$ cat src/rtl/axi_sram_slave_if.sv
// AXI4 bus bundle between an interconnect master port and the SRAM responder.
// IDs are 8 bits wide because the responder sits behind the interconnect.
interface axi_sram_slave_if;
    logic [7:0]  awid;
    logic [31:0] awaddr;
    logic [3:0]  awlen;
    logic [2:0]  awsize;
    logic [1:0]  awburst;
    logic        awvalid;
    logic        awready;

    logic [31:0] wdata;
    logic [3:0]  wstrb;
    logic        wlast;
    logic        wvalid;
    logic        wready;

    logic [7:0]  bid;
    logic [1:0]  bresp;
    logic        bvalid;
    logic        bready;

    logic [7:0]  arid;
    logic [31:0] araddr;
    logic [3:0]  arlen;
    logic [2:0]  arsize;
    logic [1:0]  arburst;
    logic        arvalid;
    logic        arready;

    logic [7:0]  rid;
    logic [31:0] rdata;
    logic [1:0]  rresp;
    logic        rlast;
    logic        rvalid;
    logic        rready;

    modport master (
        output awid, awaddr, awlen, awsize, awburst, awvalid,
        input  awready,
        output wdata, wstrb, wlast, wvalid,
        input  wready,
        input  bid, bresp, bvalid,
        output bready,
        output arid, araddr, arlen, arsize, arburst, arvalid,
        input  arready,
        input  rid, rdata, rresp, rlast, rvalid,
        output rready
    );

    modport slave (
        input  awid, awaddr, awlen, awsize, awburst, awvalid,
        output awready,
        input  wdata, wstrb, wlast, wvalid,
        output wready,
        output bid, bresp, bvalid,
        input  bready,
        input  arid, araddr, arlen, arsize, arburst, arvalid,
        output arready,
        output rid, rdata, rresp, rlast, rvalid,
        input  rready
    );
endinterface

$ cat src/rtl/axi_sram_slave.sv
// AXI4 responder in front of a single-port word SRAM with one cycle of read
// latency. Handles INCR bursts of 1..16 beats one transaction at a time, with
// byte enables on writes and SLVERR for out-of-range or non-INCR beats.
module axi_sram_slave #(
    parameter int MEM_ADDR_W = 14
) (
    input  logic                  clk,
    input  logic                  rst,
    axi_sram_slave_if.slave       io_axi,
    output logic                  o_sram_cs,
    output logic                  o_sram_we,
    output logic [3:0]            o_sram_bwe,
    output logic [MEM_ADDR_W-1:0] o_sram_addr,
    output logic [31:0]           o_sram_wdata,
    input  logic [31:0]           i_sram_rdata
);
    localparam logic [1:0] RESP_OKAY   = 2'b00;
    localparam logic [1:0] RESP_SLVERR = 2'b10;
    localparam logic [1:0] BURST_INCR  = 2'b01;

    typedef enum logic [2:0] {
        IDLE,
        WR,
        WRESP,
        RD_ADDR,
        RD_DATA
    } state_t;

    state_t                r_state;
    state_t                w_nextState;

    logic [7:0]            r_id;
    logic [MEM_ADDR_W-1:0] r_addr;
    logic [3:0]            r_len;
    logic [3:0]            r_beat;
    logic                  r_burstErr;
    logic                  r_rangeErr;
    logic                  r_wrErr;
    logic                  r_rdErr;
    logic                  r_rlast;
    logic                  r_rdFirst;
    logic [1:0]            r_rresp;
    logic [31:0]           r_rdata;

    logic [31:0]           w_reqAddr;
    logic [7:0]            w_reqId;
    logic [3:0]            w_reqLen;
    logic [1:0]            w_reqBurst;
    logic [MEM_ADDR_W:0]   w_wordIdx;
    logic                  w_beatErr;
    logic                  w_lastBeat;
    logic                  w_unusedBits;

    // AW wins whenever it is valid, so the request fields follow the same choice.
    assign w_reqAddr  = io_axi.awvalid ? io_axi.awaddr  : io_axi.araddr;
    assign w_reqId    = io_axi.awvalid ? io_axi.awid    : io_axi.arid;
    assign w_reqLen   = io_axi.awvalid ? io_axi.awlen   : io_axi.arlen;
    assign w_reqBurst = io_axi.awvalid ? io_axi.awburst : io_axi.arburst;

    // The extra top bit of the word index catches bursts running off the end of memory.
    assign w_wordIdx  = {1'b0, r_addr} + {{(MEM_ADDR_W-3){1'b0}}, r_beat};
    assign w_beatErr  = r_burstErr | r_rangeErr | w_wordIdx[MEM_ADDR_W];
    assign w_lastBeat = (r_beat == r_len);

    assign o_sram_addr = w_wordIdx[MEM_ADDR_W-1:0];

    assign io_axi.bid   = r_id;
    assign io_axi.rid   = r_id;
    assign io_axi.bresp = (r_state == WRESP && r_wrErr) ? RESP_SLVERR : RESP_OKAY;
    assign io_axi.rresp = (r_state == RD_DATA) ? r_rresp : RESP_OKAY;
    assign io_axi.rlast = (r_state == RD_DATA) && r_rlast;
    assign io_axi.rdata = (r_state == RD_DATA && r_rdFirst)
                        ? (r_rdErr ? 32'd0 : i_sram_rdata) : r_rdata;

    // Size is fixed at 32 bits and the low address bits do not select a word.
    assign w_unusedBits = ^{io_axi.awsize, io_axi.arsize, io_axi.awaddr[1:0], io_axi.araddr[1:0]};

    // State register.
    always_ff @(posedge clk) begin
        if (rst) begin
            r_state <= IDLE;
        end else begin
            r_state <= w_nextState;
        end
    end

    // Next-state decode plus the handshake and SRAM strobes for the current state.
    always_comb begin
        w_nextState    = r_state;
        io_axi.awready = 1'b0;
        io_axi.wready  = 1'b0;
        io_axi.bvalid  = 1'b0;
        io_axi.arready = 1'b0;
        io_axi.rvalid  = 1'b0;
        o_sram_cs      = 1'b0;
        o_sram_we      = 1'b0;
        o_sram_bwe     = 4'd0;
        o_sram_wdata   = 32'd0;
        case (r_state)
            IDLE: begin
                if (io_axi.awvalid) begin
                    io_axi.awready = 1'b1;
                    w_nextState    = WR;
                end else if (io_axi.arvalid) begin
                    io_axi.arready = 1'b1;
                    w_nextState    = RD_ADDR;
                end
            end
            WR: begin
                io_axi.wready = 1'b1;
                if (io_axi.wvalid) begin
                    if (!w_beatErr) begin
                        o_sram_cs    = 1'b1;
                        o_sram_we    = 1'b1;
                        o_sram_bwe   = io_axi.wstrb;
                        o_sram_wdata = io_axi.wdata;
                    end
                    if (io_axi.wlast) begin
                        w_nextState = WRESP;
                    end
                end
            end
            WRESP: begin
                io_axi.bvalid = 1'b1;
                if (io_axi.bready) begin
                    w_nextState = IDLE;
                end
            end
            RD_ADDR: begin
                o_sram_cs   = !w_beatErr;
                w_nextState = RD_DATA;
            end
            RD_DATA: begin
                io_axi.rvalid = 1'b1;
                if (io_axi.rready) begin
                    w_nextState = r_rlast ? IDLE : RD_ADDR;
                end
            end
            default: begin
                w_nextState = IDLE;
            end
        endcase
    end

    // Transaction context: request latch, beat counting, error tracking and read data capture.
    always_ff @(posedge clk) begin
        if (rst) begin
            r_id       <= 8'd0;
            r_addr     <= '0;
            r_len      <= 4'd0;
            r_beat     <= 4'd0;
            r_burstErr <= 1'b0;
            r_rangeErr <= 1'b0;
            r_wrErr    <= 1'b0;
            r_rdErr    <= 1'b0;
            r_rlast    <= 1'b0;
            r_rdFirst  <= 1'b0;
            r_rresp    <= RESP_OKAY;
            r_rdata    <= 32'd0;
        end else begin
            case (r_state)
                IDLE: begin
                    if (io_axi.awvalid || io_axi.arvalid) begin
                        r_id       <= w_reqId;
                        r_addr     <= w_reqAddr[MEM_ADDR_W+1:2];
                        r_len      <= w_reqLen;
                        r_beat     <= 4'd0;
                        r_burstErr <= (w_reqBurst != BURST_INCR);
                        r_rangeErr <= |w_reqAddr[31:MEM_ADDR_W+2];
                        r_wrErr    <= 1'b0;
                    end
                end
                WR: begin
                    if (io_axi.wvalid) begin
                        r_beat <= r_beat + 4'd1;
                        if (w_beatErr || (io_axi.wlast != w_lastBeat)) begin
                            r_wrErr <= 1'b1;
                        end
                    end
                end
                RD_ADDR: begin
                    r_rresp   <= w_beatErr ? RESP_SLVERR : RESP_OKAY;
                    r_rlast   <= w_lastBeat;
                    r_rdErr   <= w_beatErr;
                    r_rdFirst <= 1'b1;
                end
                RD_DATA: begin
                    if (r_rdFirst) begin
                        r_rdata <= r_rdErr ? 32'd0 : i_sram_rdata;
                    end
                    r_rdFirst <= 1'b0;
                    if (io_axi.rready && !r_rlast) begin
                        r_beat <= r_beat + 4'd1;
                    end
                end
                default: begin
                end
            endcase
        end
    end
endmodule

$ cat src/flat_wrapper.sv
// flat-port wrapper written by rule: the top's interface ports become plain ports
module axi_sram_slave_flat 
#(
    parameter int MEM_ADDR_W = 14
)
  (clk, rst, o_sram_cs, o_sram_we, o_sram_bwe, o_sram_addr, o_sram_wdata, i_sram_rdata, io_axi_awid, io_axi_awaddr, io_axi_awlen, io_axi_awsize, io_axi_awburst, io_axi_awvalid, io_axi_awready, io_axi_wdata, io_axi_wstrb, io_axi_wlast, io_axi_wvalid, io_axi_wready, io_axi_bid, io_axi_bresp, io_axi_bvalid, io_axi_bready, io_axi_arid, io_axi_araddr, io_axi_arlen, io_axi_arsize, io_axi_arburst, io_axi_arvalid, io_axi_arready, io_axi_rid, io_axi_rdata, io_axi_rresp, io_axi_rlast, io_axi_rvalid, io_axi_rready);
  axi_sram_slave_if io_axi_i ();
  input  logic clk;
  input  logic rst;
  output logic o_sram_cs;
  output logic o_sram_we;
  output logic [3:0] o_sram_bwe;
  output logic [MEM_ADDR_W-1:0] o_sram_addr;
  output logic [31:0] o_sram_wdata;
  input  logic [31:0] i_sram_rdata;
  input wire logic [$bits(io_axi_i.awid)-1:0] io_axi_awid;
  input wire logic [$bits(io_axi_i.awaddr)-1:0] io_axi_awaddr;
  input wire logic [$bits(io_axi_i.awlen)-1:0] io_axi_awlen;
  input wire logic [$bits(io_axi_i.awsize)-1:0] io_axi_awsize;
  input wire logic [$bits(io_axi_i.awburst)-1:0] io_axi_awburst;
  input wire logic [$bits(io_axi_i.awvalid)-1:0] io_axi_awvalid;
  output wire logic [$bits(io_axi_i.awready)-1:0] io_axi_awready;
  input wire logic [$bits(io_axi_i.wdata)-1:0] io_axi_wdata;
  input wire logic [$bits(io_axi_i.wstrb)-1:0] io_axi_wstrb;
  input wire logic [$bits(io_axi_i.wlast)-1:0] io_axi_wlast;
  input wire logic [$bits(io_axi_i.wvalid)-1:0] io_axi_wvalid;
  output wire logic [$bits(io_axi_i.wready)-1:0] io_axi_wready;
  output wire logic [$bits(io_axi_i.bid)-1:0] io_axi_bid;
  output wire logic [$bits(io_axi_i.bresp)-1:0] io_axi_bresp;
  output wire logic [$bits(io_axi_i.bvalid)-1:0] io_axi_bvalid;
  input wire logic [$bits(io_axi_i.bready)-1:0] io_axi_bready;
  input wire logic [$bits(io_axi_i.arid)-1:0] io_axi_arid;
  input wire logic [$bits(io_axi_i.araddr)-1:0] io_axi_araddr;
  input wire logic [$bits(io_axi_i.arlen)-1:0] io_axi_arlen;
  input wire logic [$bits(io_axi_i.arsize)-1:0] io_axi_arsize;
  input wire logic [$bits(io_axi_i.arburst)-1:0] io_axi_arburst;
  input wire logic [$bits(io_axi_i.arvalid)-1:0] io_axi_arvalid;
  output wire logic [$bits(io_axi_i.arready)-1:0] io_axi_arready;
  output wire logic [$bits(io_axi_i.rid)-1:0] io_axi_rid;
  output wire logic [$bits(io_axi_i.rdata)-1:0] io_axi_rdata;
  output wire logic [$bits(io_axi_i.rresp)-1:0] io_axi_rresp;
  output wire logic [$bits(io_axi_i.rlast)-1:0] io_axi_rlast;
  output wire logic [$bits(io_axi_i.rvalid)-1:0] io_axi_rvalid;
  input wire logic [$bits(io_axi_i.rready)-1:0] io_axi_rready;
  assign io_axi_i.awid = io_axi_awid;
  assign io_axi_i.awaddr = io_axi_awaddr;
  assign io_axi_i.awlen = io_axi_awlen;
  assign io_axi_i.awsize = io_axi_awsize;
  assign io_axi_i.awburst = io_axi_awburst;
  assign io_axi_i.awvalid = io_axi_awvalid;
  assign io_axi_awready = io_axi_i.awready;
  assign io_axi_i.wdata = io_axi_wdata;
  assign io_axi_i.wstrb = io_axi_wstrb;
  assign io_axi_i.wlast = io_axi_wlast;
  assign io_axi_i.wvalid = io_axi_wvalid;
  assign io_axi_wready = io_axi_i.wready;
  assign io_axi_bid = io_axi_i.bid;
  assign io_axi_bresp = io_axi_i.bresp;
  assign io_axi_bvalid = io_axi_i.bvalid;
  assign io_axi_i.bready = io_axi_bready;
  assign io_axi_i.arid = io_axi_arid;
  assign io_axi_i.araddr = io_axi_araddr;
  assign io_axi_i.arlen = io_axi_arlen;
  assign io_axi_i.arsize = io_axi_arsize;
  assign io_axi_i.arburst = io_axi_arburst;
  assign io_axi_i.arvalid = io_axi_arvalid;
  assign io_axi_arready = io_axi_i.arready;
  assign io_axi_rid = io_axi_i.rid;
  assign io_axi_rdata = io_axi_i.rdata;
  assign io_axi_rresp = io_axi_i.rresp;
  assign io_axi_rlast = io_axi_i.rlast;
  assign io_axi_rvalid = io_axi_i.rvalid;
  assign io_axi_i.rready = io_axi_rready;
  axi_sram_slave #(.MEM_ADDR_W(MEM_ADDR_W)) u_core (.clk(clk), .rst(rst), .io_axi(io_axi_i), .o_sram_cs(o_sram_cs), .o_sram_we(o_sram_we), .o_sram_bwe(o_sram_bwe), .o_sram_addr(o_sram_addr), .o_sram_wdata(o_sram_wdata), .i_sram_rdata(i_sram_rdata));
endmodule
$ cat config.mk
export PLATFORM = sky130hd
export DESIGN_NAME = axi_sram_slave_flat
export DESIGN_NICKNAME = d
export VERILOG_FILES = /design/src/rtl/axi_sram_slave_if.sv /design/src/rtl/axi_sram_slave.sv /design/src/flat_wrapper.sv
export SDC_FILE = /design/constraint.sdc
export NUM_CORES = 1
export LEC_CHECK = 0
export CAP_MARGIN = 5
export CORE_MARGIN = 2
export CORE_UTILIZATION = 35
export CTS_BUF_LIST = sky130_fd_sc_hd__clkbuf_4 sky130_fd_sc_hd__clkbuf_8 sky130_fd_sc_hd__clkbuf_16
export CTS_CLUSTER_SIZE = 12
export DETAILED_ROUTE_END_ITERATION = 6
export PLACE_DENSITY = 0.8
export SLEW_MARGIN = 25
export SYNTH_ARGS = -nofsm -noshare
export SYNTH_HDL_FRONTEND = slang
export SYNTH_SLANG_ARGS = --single-unit
$ cat constraint.sdc
create_clock -name clk -period 2.63 [get_ports clk]
set_input_delay 0.526 -clock clk [delete_from_list [all_inputs] [get_ports clk]]
set_output_delay 0.526 -clock clk [all_outputs]
set_load 0.05 [all_outputs]
* Word level (Yosys, flattened, before mapping) *
Index checks and enable logic that the tools add are counted.

operators by class
  add/subtract/negate cells = 2
  multiply operators = 0
  divide/modulo/power cells = 0
  magnitude comparators = 0
  equal/unequal tests = 15
  shifts and indexed selects = 0
  multiplexer cells = 44
  bitwise logic cells = 2
  reductions and logical operators = 18

operator list
  kind                                                                      number
  32-bit two-way mux                                                        6
  4-bit two-way mux                                                         7
  3-bit two-way mux                                                         6
  16-bit OR reduction                                                       1
  14-bit by 4-bit adder with 15-bit output                                  1
  3-bit one-hot mux with 5 select lines                                     1
  1-bit two-way mux                                                         14
  4-bit one-hot mux with 3 select lines                                     1
  2-bit two-way mux                                                         5
  2-bit inequality test (second input constant)                             5
  8-bit two-way mux                                                         1
  4-bit AND reduction                                                       2
  3-bit by 2-bit equality test with 1-bit output (second input constant)    2
  2-bit by 1-bit inequality test with 1-bit output (second input constant)  3
  1-bit one-hot mux with 2 select lines                                     3
  5-bit AND reduction                                                       1
  4-bit by 1-bit adder with 4-bit output (second input constant)            1
  4-bit equality test                                                       1
  1-bit logical AND                                                         4
  2-bit AND reduction                                                       2
  2-bit nonzero test                                                        2
  3-bit by 1-bit equality test with 1-bit output (second input constant)    1
  3-bit equality test (second input constant)                               1
  3-bit logical NOT                                                         1
  6 further kinds                                                           9

storage, ports and cells
  bits in registers = 73
  bits in latches = 0
  bits in writable memories = 0
  bits in read-only memories = 0
  input port bits = 174
  output and inout port bits = 110
  logic and storage cells = 94
  memories kept = 0

* Longest topological paths before layout *
  word-level depth = 6
  gate-level depth with buffers = 7

* Worst setup path after synthesis *
No wires, ideal clock.

  kind = flip-flop to output port
  start = reg u_core.r_beat[0]
  end = out o_sram_cs
  arrival time = 2.651 ns
  required time = 2.104 ns
  path slack = -0.547 ns
  cell stages (with the launch flop) = 7
  buffers on the path = 0
  cell sequence = dfxtp_1 > ha_1 > fa_1 > nand2_1 > a2111oi_2 > nor3_1 > a21boi_0

between the ends
  cells in the longest elaborated chain, start to end = 5
  elaborated cells on any way between the ends = 6

RTL lines
  element                                     line                   RTL
  start, declared                             axi_sram_slave.sv:35   logic [3:0] r_beat;
  start signal, assigned                      axi_sram_slave.sv:175  r_beat <= r_beat + 4'd1;
  start signal, assigned                      axi_sram_slave.sv:193  r_beat <= r_beat + 4'd1;
  14-bit by 4-bit adder with 15-bit output *  axi_sram_slave.sv:61   assign w_wordIdx = {1'b0, r_addr} + {{(MEM_ADDR_W-3){1'b0}}, r_beat};
  1-bit bitwise OR *                          axi_sram_slave.sv:62   assign w_beatErr = r_burstErr | r_rangeErr | w_wordIdx[MEM_ADDR_W];
  1-bit two-way mux                           axi_sram_slave.sv:112  if (!w_beatErr) begin
  1-bit two-way mux                           axi_sram_slave.sv:111  if (io_axi.wvalid) begin
  1-bit one-hot mux with 2 select lines *     axi_sram_slave.sv:99   case (r_state)
  end, declared                               flat_wrapper.sv:10     output logic o_sram_cs;

Mark *: on every way between the ends. The rest lies on a longest branch, timed or not.

* Worst setup path in the final report *
  start = reg u_core.r_beat[2]
  end = out o_sram_wdata[14]

between the ends
  cells in the longest elaborated chain, start to end = 5

RTL lines
  element                                   line                   RTL
  14-bit by 4-bit adder with 15-bit output  axi_sram_slave.sv:61
  1-bit bitwise OR                          axi_sram_slave.sv:62
  32-bit two-way mux                        axi_sram_slave.sv:112
  32-bit two-way mux                        axi_sram_slave.sv:111
  32-bit two-way mux                        axi_sram_slave.sv:99
  end, declared                             flat_wrapper.sv:14     output logic [31:0] o_sram_wdata;

No other way between the ends.

==> flow_summary_export.csv <==
group,metric,value,unit
run_status,status,"finished, violations left",
run_status,violations,"negative setup slack",
route,dr.first_iter.drc_count,226,
floorplanning,die_width,112,um
finish,fillCellCount,799,
route,drtPass1Iterations,6,
setup_path,worst_r2r_startpoint,"u_core.r_state[1]$_SDFFE_PP0P_",
flow_run,max_cap_viol_count,0,
clocking,clock-sinks,71,
synthesis,synth.cell_area,0.00406,mm2
synthesis,synth_ff_type,"dfxtp_1",
hold_path,hp-class,"reg -> reg",
timing,fin_crit,2.79,ns
clocking,clk_pin_slew,0.06,ns
synthesis,ys_types,53,
grt,grt_pass1_vias,4420,
finish,drive_gt1_share,25.4,%
clocking,cts_tree,"built",
timing,setup_viol,42,
timing,timing.final.crit_share,106,%
grt,antenna_found_initial,0,
synthesis,async_reset_ff_share,0,%
timing,fmax,358,MHz
route,drt_wl_total,14.4,mm
hold_path,hold_path_depth,2,
clocking,clk_latency,0.33,ns
grt,grt_overflow_total,0,
clocking,htreeDepth,3,
pwr,powerDensity,760,mW/mm2
pwr,finalPower,6.29,mW
synthesis,synth_edf_count,0,
grt,grt_util_all_layers,22.0,%
clocking,numCtsBuffers,9,
place,place_congestion,0.839,
setup_path,critPathMaxFanout,9,
pwr,leakage,3.31,nW
synthesis,yosysSeqAreaShare,35.0,%
timing,tightestPinTransition,0.908,ns
synthesis,ys_warn_count,0,
hold_path,hp-start,"u_core.r_rlast$_SDFFE_PP0P_",
pwr,peakVddDrop,0.706,mV
place,io_buffers,271,
timing,fin_tns_setup,-4.98,ns
finish,finish.net_count,934,
finish,antenna_cells,0,
route,final_antenna_net_count,0,
floorplanning,die_h,112,um
clocking,clock_path_buffers,2,
place,hpwl,10.9,mm
timing,skew,0.00616,ns
floorplanning,rows,39,
setup_path,critPathLaunchType,"flip-flop",
grt,grt_max_degree,65,
setup_path,cp.required,2.10,ns
setup_path,end_kind,"output pin",
timing,rsz0062_at_grt,"yes",
floorplanning,io_pins,284,
setup_path,ff2ff_path_depth,5,
route,routedWlPerCell,15.9,um
floorplanning,core_area,0.0114,mm2
route,vias,4509,
grt,grt_first_pass_wirelength,22.1,mm
clocking,clock-root-buffer,"clkbuf_16",
route,drcViolationCount,0,
timing,slew_violations,0,
finish,area_growth,104,%
synthesis,syn_avg_cell_area,8.20,um2
synthesis,synth_cells,495,
synthesis,ys_ff_latch,71,
route,drt-vias-per-instance,5.00,
timing,relSlewSlack,39.5,%
setup_path,critPathKind,"reg -> out",
setup_path,worst-endpoint-arrival,2.27,ns
floorplanning,start_util,35.7,%
timing,setup_ws,-0.162,ns
setup_path,worstSetupStartpoint,"u_core.r_beat[2]$_SDFFE_PP0P_",
floorplanning,die_area,0.0125,mm2
timing,report.final.hold_viol_count,0,
[layout make-up]
type / instances / area (um2) / share of cell area, %
Clock buffer: 9 / 225 / 2.72
Clock inverter: 7 / 96.3 / 1.16
Inverter: 4 / 15.0 / 0.181
Multi-Input combinational cell: 378 / 2620 / 31.7
Sequential cell: 71 / 1430 / 17.2
Tap cell: 143 / 179 / 2.16
Timing Repair Buffer: 290 / 3720 / 44.9
[worst paths after layout]
path                            slack [ns]                              to
worst max-delay path                 -0.16                o_sram_wdata[14]
worst min-delay path                  0.48     u_core.r_rlast$_SDFFE_PP0P_
worst max register to register        0.51  u_core.r_burstErr$_SDFFE_PP0P_
worst min register to register        0.48     u_core.r_rlast$_SDFFE_PP0P_
[cells in the mapped netlist, drive strengths merged, types with 9 or more instances]
cell type | number | area [um2]
dfxtp | 71 | 1420
o21ai | 38 | 190
nand2 | 47 | 176
xor2 | 11 | 96.3
buf | 24 | 149
nor4 | 9 | 71.3
a21oi | 13 | 65.1
clkbuf | 19 | 71.3
nor2b | 34 | 213
nor2 | 31 | 116
a211oi | 27 | 203
and2 | 40 | 250
mux2i | 26 | 260
nand2b | 35 | 219
[sequential cells by signal, summed over array words and instances (netlist names)]
name	cells
u_core.r_beat	4
u_core.r_len	4
u_core.r_wrErr	1
u_core.r_rdFirst	1
u_core.r_rlast	1
u_core.r_state	3
u_core.r_rangeErr	1
u_core.r_addr	14
u_core.r_burstErr	1
u_core.r_rdata	32
u_core.r_rresp	1
u_core.io_axi.bid	8
[layer usage]
layer / routed length [um] / vias to the layer above / share of wire (%) / GRT usage [%]
met5: 0 / - / 0 / 0
met1: 5950 / 2067 / 41 / 25.7
met2: 7130 / 198 / 50 / 39.7
met4: 403 / 0 / 2.8 / 8.56
met3: 861 / 32 / 6.0 / 4.41
li1: - / 2212 / - / -
[critical path: stages, from the launching register on]
cell and delay, ns:
dfxtp_1 0.31, ha_1 0.40, nand2_4 0.10, a2111oi_4 0.43, nor4_4 0.06, buf_6 0.15, buf_16 0.13, and2_2 0.20
buf_12 0.15
[cell families after synthesis]
kind of cell	Yosys count	share of synthesized area (%)
other	1	0.0923
adder cells (fa/ha/maj)	6	2.03
multiplexers	26	6.41
AND/OR/NAND/NOR	231	31.8
XOR/XNOR	17	3.67
buffers and inverters	47	5.79
flip-flops	71	35.0
AO/OA/AOI/OAI	96	15.2
[stage by stage]
step / worst slack, ns / util [%] / cells / hold slack [ns] / area [um2]
3_5_place_dp: 0.000229 / 68.0 / 880 / 0.465 / 7730
3_3_place_gp: 0.0494 / 68.0 / 880 / 0.462 / 7730
4_1_cts: -0.193 / 71.6 / 898 / 0.473 / 8150
6_report: -0.162 / 72.8 / 902 / 0.477 / 8280
2_1_floorplan: -0.188 / - / 496 / 0.446 / 4140
5_1_grt: -0.255 / 72.8 / 902 / 0.504 / 8280
[repair_timing]
item,in CTS,in global routing
endpoints found under the hold margin,0,0
hold buffers,0,0
cloned,1,1
setup buffers,1,3
endpoints found under the setup margin,47,81
pin swaps,12,7
gates resized for setup,17,33
[cell usage in the layout, fill, tap and decap left out, types with 6 or more instances in the layout]
cell and count:
clkdlybuf4s50_1 178, buf_12 84, dfxtp_1 67, nand2_1 46, o21ai_0 36, nand2b_1 35, nor2b_1 34, and2_4 32
nor2_1 30, a211oi_1 27, mux2i_1 26, buf_4 21, xor2_1 11, a21oi_1 11, clkbuf_16 10, nor4_1 8
nand4_1 6
[where the power goes]
part / switching [mW] / total (mW) / internal [mW]
logic: 1.91 / 3.45 / 1.54
clock network: 0.479 / 1.31 / 0.833
registers: 0.243 / 1.52 / 1.28
total: 2.63 / 6.29 / 3.66
Power figures use the tool's default switching activity.
